--- config.mk ---
export PLATFORM = sky130hd
export DESIGN_NAME = btn_conditioner
export DESIGN_NICKNAME = d
export VERILOG_FILES = /design/src/rtl/btn_cond_pkg.sv /design/src/rtl/btn_sync.sv /design/src/rtl/btn_conditioner.sv
export SDC_FILE = /design/constraint.sdc
export NUM_CORES = 1
export LEC_CHECK = 0
export CORE_AREA = 4 4 41 43
export CTS_CLUSTER_SIZE = 25
export DETAILED_ROUTE_END_ITERATION = 7
export DIE_AREA = 0 0 45 47
export SYNTH_ARGS = -nofsm -noshare
export SYNTH_HDL_FRONTEND = slang
export SYNTH_SLANG_ARGS = --single-unit
--- constraint.sdc ---
create_clock -name clk -period 1.7 [get_ports clk]
set_clock_uncertainty 0.2 [all_clocks]
set_input_delay 0.17 -clock clk [delete_from_list [all_inputs] [get_ports clk]]
set_output_delay 0.17 -clock clk [all_outputs]
set_load 0.05 [all_outputs]
--- src/rtl/btn_cond_pkg.sv ---
// btn_cond_pkg: shared state encoding and default parameters for btn_conditioner
package btn_cond_pkg;
  localparam int DEF_DEBOUNCE_CYCLES = 4;
  localparam int DEF_LONG_CYCLES = 16;
  typedef enum logic [1:0] {
    IDLE      = 2'b00,
    RISE_WAIT = 2'b01,
    HELD      = 2'b11,
    FALL_WAIT = 2'b10
  } btn_state_t;
endpackage

--- src/rtl/btn_sync.sv ---
// btn_sync: two-flop synchroniser, async active-low reset to 0
// Ports: clk, rst_n, d (asynchronous input) -> q (synchronised, two cycles later)
module btn_sync (
  input  logic clk,
  input  logic rst_n,
  input  logic d,
  output logic q
);
  logic s1_q, s2_q;
  always_ff @(posedge clk or negedge rst_n)
    if (!rst_n) {s2_q, s1_q} <= 2'b00;
    else {s2_q, s1_q} <= {s1_q, d};
  assign q = s2_q;
endmodule

--- src/rtl/btn_conditioner.sv ---
// btn_conditioner: synchronise, debounce and edge-detect a raw push button
// Ports: clk, rst_n (async active-low), btn (raw) -> btn_level, press, release_p, long_press
// Optional: define BTN_LONG_PRESS_EN to enable the long-press detector
module btn_conditioner
  import btn_cond_pkg::*;
#(
  parameter int DEBOUNCE_CYCLES = DEF_DEBOUNCE_CYCLES,
  parameter int LONG_CYCLES = DEF_LONG_CYCLES
) (
  input  logic clk,
  input  logic rst_n,
  input  logic btn,
  output logic btn_level,
  output logic press,
  output logic release_p,
  output logic long_press
);
  localparam int CW = $clog2(DEBOUNCE_CYCLES);
  localparam logic [CW-1:0] CNT_LAST = CW'(DEBOUNCE_CYCLES - 1);
  logic s2;
  btn_state_t state_q, state_d;
  logic [CW-1:0] cnt_q, cnt_d;
  logic level_q, level_d, press_q, press_d, release_q, release_d;
  btn_sync u_sync (.clk(clk), .rst_n(rst_n), .d(btn), .q(s2));
  always_comb begin
    state_d = state_q;
    cnt_d = cnt_q + 1'b1;
    press_d = 1'b0;
    release_d = 1'b0;
    case (state_q)
      IDLE: begin
        cnt_d = '0;
        if (s2) state_d = RISE_WAIT;
      end
      RISE_WAIT:
        if (!s2) begin
          state_d = IDLE;
          cnt_d = '0;
        end else if (cnt_q == CNT_LAST) begin
          state_d = HELD;
          cnt_d = '0;
          press_d = 1'b1;
        end
      HELD: begin
        cnt_d = '0;
        if (!s2) state_d = FALL_WAIT;
      end
      FALL_WAIT:
        if (s2) begin
          state_d = HELD;
          cnt_d = '0;
        end else if (cnt_q == CNT_LAST) begin
          state_d = IDLE;
          cnt_d = '0;
          release_d = 1'b1;
        end
      default: begin
        state_d = IDLE;
        cnt_d = '0;
      end
    endcase
    // HELD and FALL_WAIT share bit 1: the debounced level is high in both
    level_d = state_d[1];
  end
  always_ff @(posedge clk or negedge rst_n)
    if (!rst_n) begin
      state_q <= IDLE;
      cnt_q <= '0;
      level_q <= 1'b0;
      press_q <= 1'b0;
      release_q <= 1'b0;
    end else begin
      state_q <= state_d;
      cnt_q <= cnt_d;
      level_q <= level_d;
      press_q <= press_d;
      release_q <= release_d;
    end
  assign btn_level = level_q;
  assign press = press_q;
  assign release_p = release_q;
`ifdef BTN_LONG_PRESS_EN
  localparam int HW = $clog2(LONG_CYCLES + 1);
  localparam logic [HW-1:0] HOLD_MAX = HW'(LONG_CYCLES);
  logic [HW-1:0] hold_q, hold_d;
  logic long_q, long_d;
  // Saturating at LONG_CYCLES makes the pulse one-shot until the next press clears it
  always_comb begin
    hold_d = hold_q;
    long_d = 1'b0;
    if (press_d) hold_d = '0;
    else if (state_q == HELD || state_q == FALL_WAIT) begin
      hold_d = (hold_q == HOLD_MAX) ? hold_q : hold_q + 1'b1;
      long_d = (hold_q == HOLD_MAX - 1'b1) && !release_d;
    end
  end
  always_ff @(posedge clk or negedge rst_n)
    if (!rst_n) begin
      hold_q <= '0;
      long_q <= 1'b0;
    end else begin
      hold_q <= hold_d;
      long_q <= long_d;
    end
  assign long_press = long_q;
`else
  // long_press is constant 0; the term only keeps LONG_CYCLES referenced
  assign long_press = 1'b0 & (LONG_CYCLES > DEBOUNCE_CYCLES);
`endif
endmodule

== Word level (Yosys, flattened, before mapping) ==
Cells that the tools add are included.

* Eq/ne operators: 8
* Reduce and logical (&&, ||, !) cells: 3
* Multiplexer cells: 16
* Divide/modulo/power cells: 0
* Bitwise logic cells: 0
* Shift-type cells: 0
* Add/subtract/negate cells: 1
* Multipliers: 0
* Magnitude comparators: 0

{| class="wikitable"
|+ Operator list
! cell !! count
|-
| two-way mux 2 bit || 9
|-
| case mux 2 bit (4 select lines) || 1
|-
| == test 2 bit (second input constant) || 3
|-
| case mux 2 bit (3 select lines) || 1
|-
| two-way mux 1 bit || 5
|-
| AND reduction 4 bit || 1
|-
| inequality test 3 x 2 -> 1 bit (second input constant) || 1
|-
| inequality test 3 bit (second input constant) || 1
|-
| adder 2 x 1 -> 2 bit (second input constant) || 1
|-
| == test 2 x 1 -> 1 bit (second input constant) || 1
|-
| logical NOT 2 bit || 1
|-
| inequality test 2 x 1 -> 1 bit (second input constant) || 1
|-
| inequality test 2 bit (second input constant) || 1
|-
| OR reduction 2 bit || 1
|}

* Bits in latches: 0
* Memories kept: 0
* Register bits: 8
* Memory bits (read-only): 0
* Logic and storage cells: 35
* Input bits: 3
* Memory bits (writable): 0

== Depth between registers and ports, before layout ==
* Depth in word-level cells: 4
* Depth in mapped cells: 5

== Modules after synthesis ==
Synthesis repeated with hierarchy kept, for this count alone.

* Cells, all modules: 34
* Area total of the unflattened synthesis: 409.1 um2

{| class="wikitable"
|+ Modules (own cells, without submodules)
! module !! instances !! area each (um2) !! cells each
|-
| btn_conditioner || 1 || 359.1 || 32
|-
| btn_sync || 1 || 50.0 || 2
|}

== Worst setup path after synthesis ==
No wires, ideal clock.

* Path kind: register -> register
* From: register state_q[1]
* To: register state_q[1]
* Stages on the path, launching flop included: 6
* Library setup time: 0.125 ns
* Period minus slack after synthesis: 1.928 ns
* Arrival: 1.603 ns
* Slack: -0.228 ns
* Buffers on the path: 0
* Required time: 1.375 ns
* Path through: dfrtp_1 inv_1 ha_1 mux2i_1 o21ai_2 mux2_4

* Word-level cells in the longest chain between the ends: 3
* Elaborated cells between the ends (all ways): 10
* Classes of those cells: eq/ne: 7; mux: 1; reduce/logical: 2

{| class="wikitable"
|+ Ends and longest elaborated chain
! element !! RTL line !! text
|-
| start, declared || btn_conditioner.sv:21 || <nowiki>btn_state_t state_q, state_d;</nowiki>
|-
| start signal, assigned || btn_conditioner.sv:73 || <nowiki>state_q <= state_d;</nowiki>
|-
| == test 2 x 1 -> 1 bit (tied with other cells) || btn_conditioner.sv:30 || <nowiki>case (state_q)</nowiki>
|-
| inequality test 3 bit (no source line) (tied with other cells) || -- ||
|-
| AND reduction 4 bit (no source line) || -- ||
|}

Parallel ways exist; a longest one is shown, timed or not.
A chain may end at the register's enable or synchronous reset.

== Final worst setup path ==
Ends and elaborated chain as after synthesis.

==> results.md <==
- Outcome: completed
- Maximum net fanout on the critical path: 5
- RR Startpoint: state_q[1]
- H-tree levels: 1
- Synth warn: 0
- Multi-input gate area: 193 sq um
- Post-CTS sizing: 0
- R2R Path End: state_q[1]
- Critical path origin: state_q[1]
- Power Dens Cells: 1530 nW/um^2
- Post-synthesis sequential area ratio: between 40% and 50%
- Critical Path RT: ~1.6 ns
- Reg2reg setup slack: about 0.09 ns
- Post-synth EDFFs: 0
- Vias in the first global route: 238
- Syn_nets: 43
- Via density: between 4 and 5
- Antenna violations before repair: 0
- Num CTS Buffers: 3
- Tightest Hold Check Type: flop to flop
- Hold Fails Final Rpt: 0
- Clock transition at the registers of the reported paths: 0.06 ns
- # setup viols final: 0
- Critical path endpoint: state_q[1]
- Initial detailed-routing violation count: 1
- Commonest cells in the netlist: 8 x dfrtp_1, 6 x ha_1, 3 x a21oi_1, 3 x mux2i_1, 3 x nor2_1
- Synthesized cell area: 417 sq um
- Chip Height: 47 microns
- Synth top area share: just under 50%
- Main area contributors after synthesis: dfrtp_1 48%, ha_1 18%, mux2i_1 7.2%, a21oi_1 3.6%, mux2_4 3.6%
- First-pass GRT wire length: 1.00 mm
- Avg Inst Size Synth: 12.3 sq um
- Top FF cell, synth: dfrtp_1
- Synth unique cells: 15
- WP depth: 5
- Final GP Congestion: 0.621
- Delay-heaviest family, CP: flip-flops
- Ys async rst share: 100%
- Final Cell Area: 499 sq um
- I/O pin count: 7
- Buf+Inv Stages, Crit Path: 1
- Period utilization: a little over nine tenths
- Largest net degree at the start of global routing: 9
- Ant diodes: 0
- Port bufs: 5
- Reg area: about 200 sq um
- Fin crit period: 1.61 ns
- Routed WL per cell: 10.8 microns
- Vias: 249
- Cell Chain, Critical Path: inv_2 -> ha_2 -> mux2i_1 -> o21ai_2 -> mux2_4
- Site Rows: 13
- Number of instances in the placed design: 52
- Nets: 52
- CTS Root Buffer Type: clkbuf_4
- Switching share of total power: 37.6%
- WHS Path Cells: 0
- Post-route DRC: 0
- Wirelength, routed: 617 microns
- First drt pass iteration count: 2
- Largest stage delay, worst path: 0.44 ns
- Initial core utilization: about a third
- VDD IR max: approximately 0.0005 V
- Crit path DAT: about 1.6 ns
- Core Util, Final: between 30% and 40%
- CP Capture Type: flop
- P&R area growth vs syn: 19.8%
- Max cap viols: 0
- Int Pwr: 477 uW
- Core Region: 1300 sq um
- Clock Path Buffers: 2
- R2R depth: 5
- Layout cell share with drive strength beyond 1: 31.0%
- RSZ-0062 raised after global routing: no
- Post-CTS setup buffers: 0
- Detail Route Antenna Nets: 0
- Mapped Cells: 34
- Slowest CP cell: dfrtp_2
- Startpoint types: flop
- Overall global routing resource usage: just over 7%
- Comb power frac: 44.2%
- Die ar.: approximately 2100 sq um
- Fillers: 139
- GRT overflow: 0
- Cell area after placement: 463 sq um
- P_sw: 287 uW
- Setup_tns: 0 ns
- Crit Path Class: flop to flop
- Cell taking the most area after synthesis: dfrtp_1
- Hpwl dp: 492 microns
- # clock sinks: 8
- CTS tree: built
- Clock power share: 20.6%
- Clk_lat worst skew: 0.25 ns
- Final std cells w/o fill: 57
- Leak Pwr: 0.000257 uW
- Final Max Tran Viols: 0
- Sequential share of power: 35.2%
- Die W: 45 microns
- Most common cell in the netlist: dfrtp_1
- Peak Freq: 0.621 GHz
- Yosys reg bits: 8
power by group through the flow:
stage	clock network, uW	logic (uW)	registers (uW)
after floorplan	0	242	299
after global placement	0	318	270
after detailed placement	0	338	273
after CTS	165	342	270
after global routing	172	375	276
final	157	338	269
through the flow:
| stage | total power, uW | worst slack, ns | hold WS, ns |
|---|---|---|---|
| 2_1_floorplan | 541 | 0.00730 | -0.326 |
| 3_3_place_gp | 588 | 0.118 | 0.134 |
| 3_5_place_dp | 611 | 0.0905 | 0.137 |
| 4_1_cts | 776 | 0.0823 | 0.149 |
| 5_1_grt | 822 | 0.00358 | 0.149 |
| 6_report | 764 | 0.0902 | 0.145 |
metal layers:
metal	vias up	GRT usage [%]	part of all wire (%)
met3	2	2.30	6.6
met4	0	7.02	1.1
met5	-	0	0
li1	126	-	-
met1	116	7.01	36
met2	5	11.9	55
cells by family (layout without fill, tap and decap cells):
logic type / after synthesis / after routing / share of synthesized area, %
compound gates: 4 / 4 / 5.71
simple gates: 7 / 7 / 10.2
mux: 4 / 4 / 10.8
buf+inv: 4 / 12 / 6.31
other cells: 1 / 1 / 0.900
fa+ha+maj: 6 / 6 / 18.0
flops: 8 / 8 / 48.0
worst min path at each step:
stage / from / endpoint / slack, ns
2_1_floorplan: rst_n / cnt_q[0] / -0.33
3_3_place_gp: u_sync.s1_q / u_sync.q / 0.13
3_5_place_dp: u_sync.s1_q / u_sync.q / 0.14
4_1_cts: u_sync.s1_q / u_sync.q / 0.15
5_1_grt: u_sync.s1_q / u_sync.q / 0.15
6_report: u_sync.s1_q / u_sync.q / 0.15
final cells by class:
type                            count  share of cell area, %
Tap cell                           15                   3.76
Inverter                            2                   1.50
Multi-Input combinational cell     22                   38.6
Timing Repair Buffer                6                   10.5
Clock buffer                        4                   5.26
Sequential cell                     8                   40.4
flip-flops by register name, indices dropped and copies added (netlist names):
register	cells
cnt_q	2
press	1
release_p	1
state_q	2
u_sync.q	1
u_sync.s1_q	1
cell usage in the layout (no fill, tap or decap), drive strengths merged:
master,instances
o21ai,1
and3,1
clkbuf,4
and3b,1
dfrtp,8
conb,1
clkdlybuf4s50,2
inv,2
mux2i,3
nor2b,1
a21oi,3
nor3b,1
dlygate4sd3,1
nor2,3
ha,6
mux2,1
buf,3
what timing repair did:
| action | CTS | global route |
|---|---|---|
| hold buffers | 1 | 0 |
| setup endpoints to repair | 0 | 0 |
| endpoints found under the hold margin | 4 | 0 |
(Power assumes the default switching activity.)
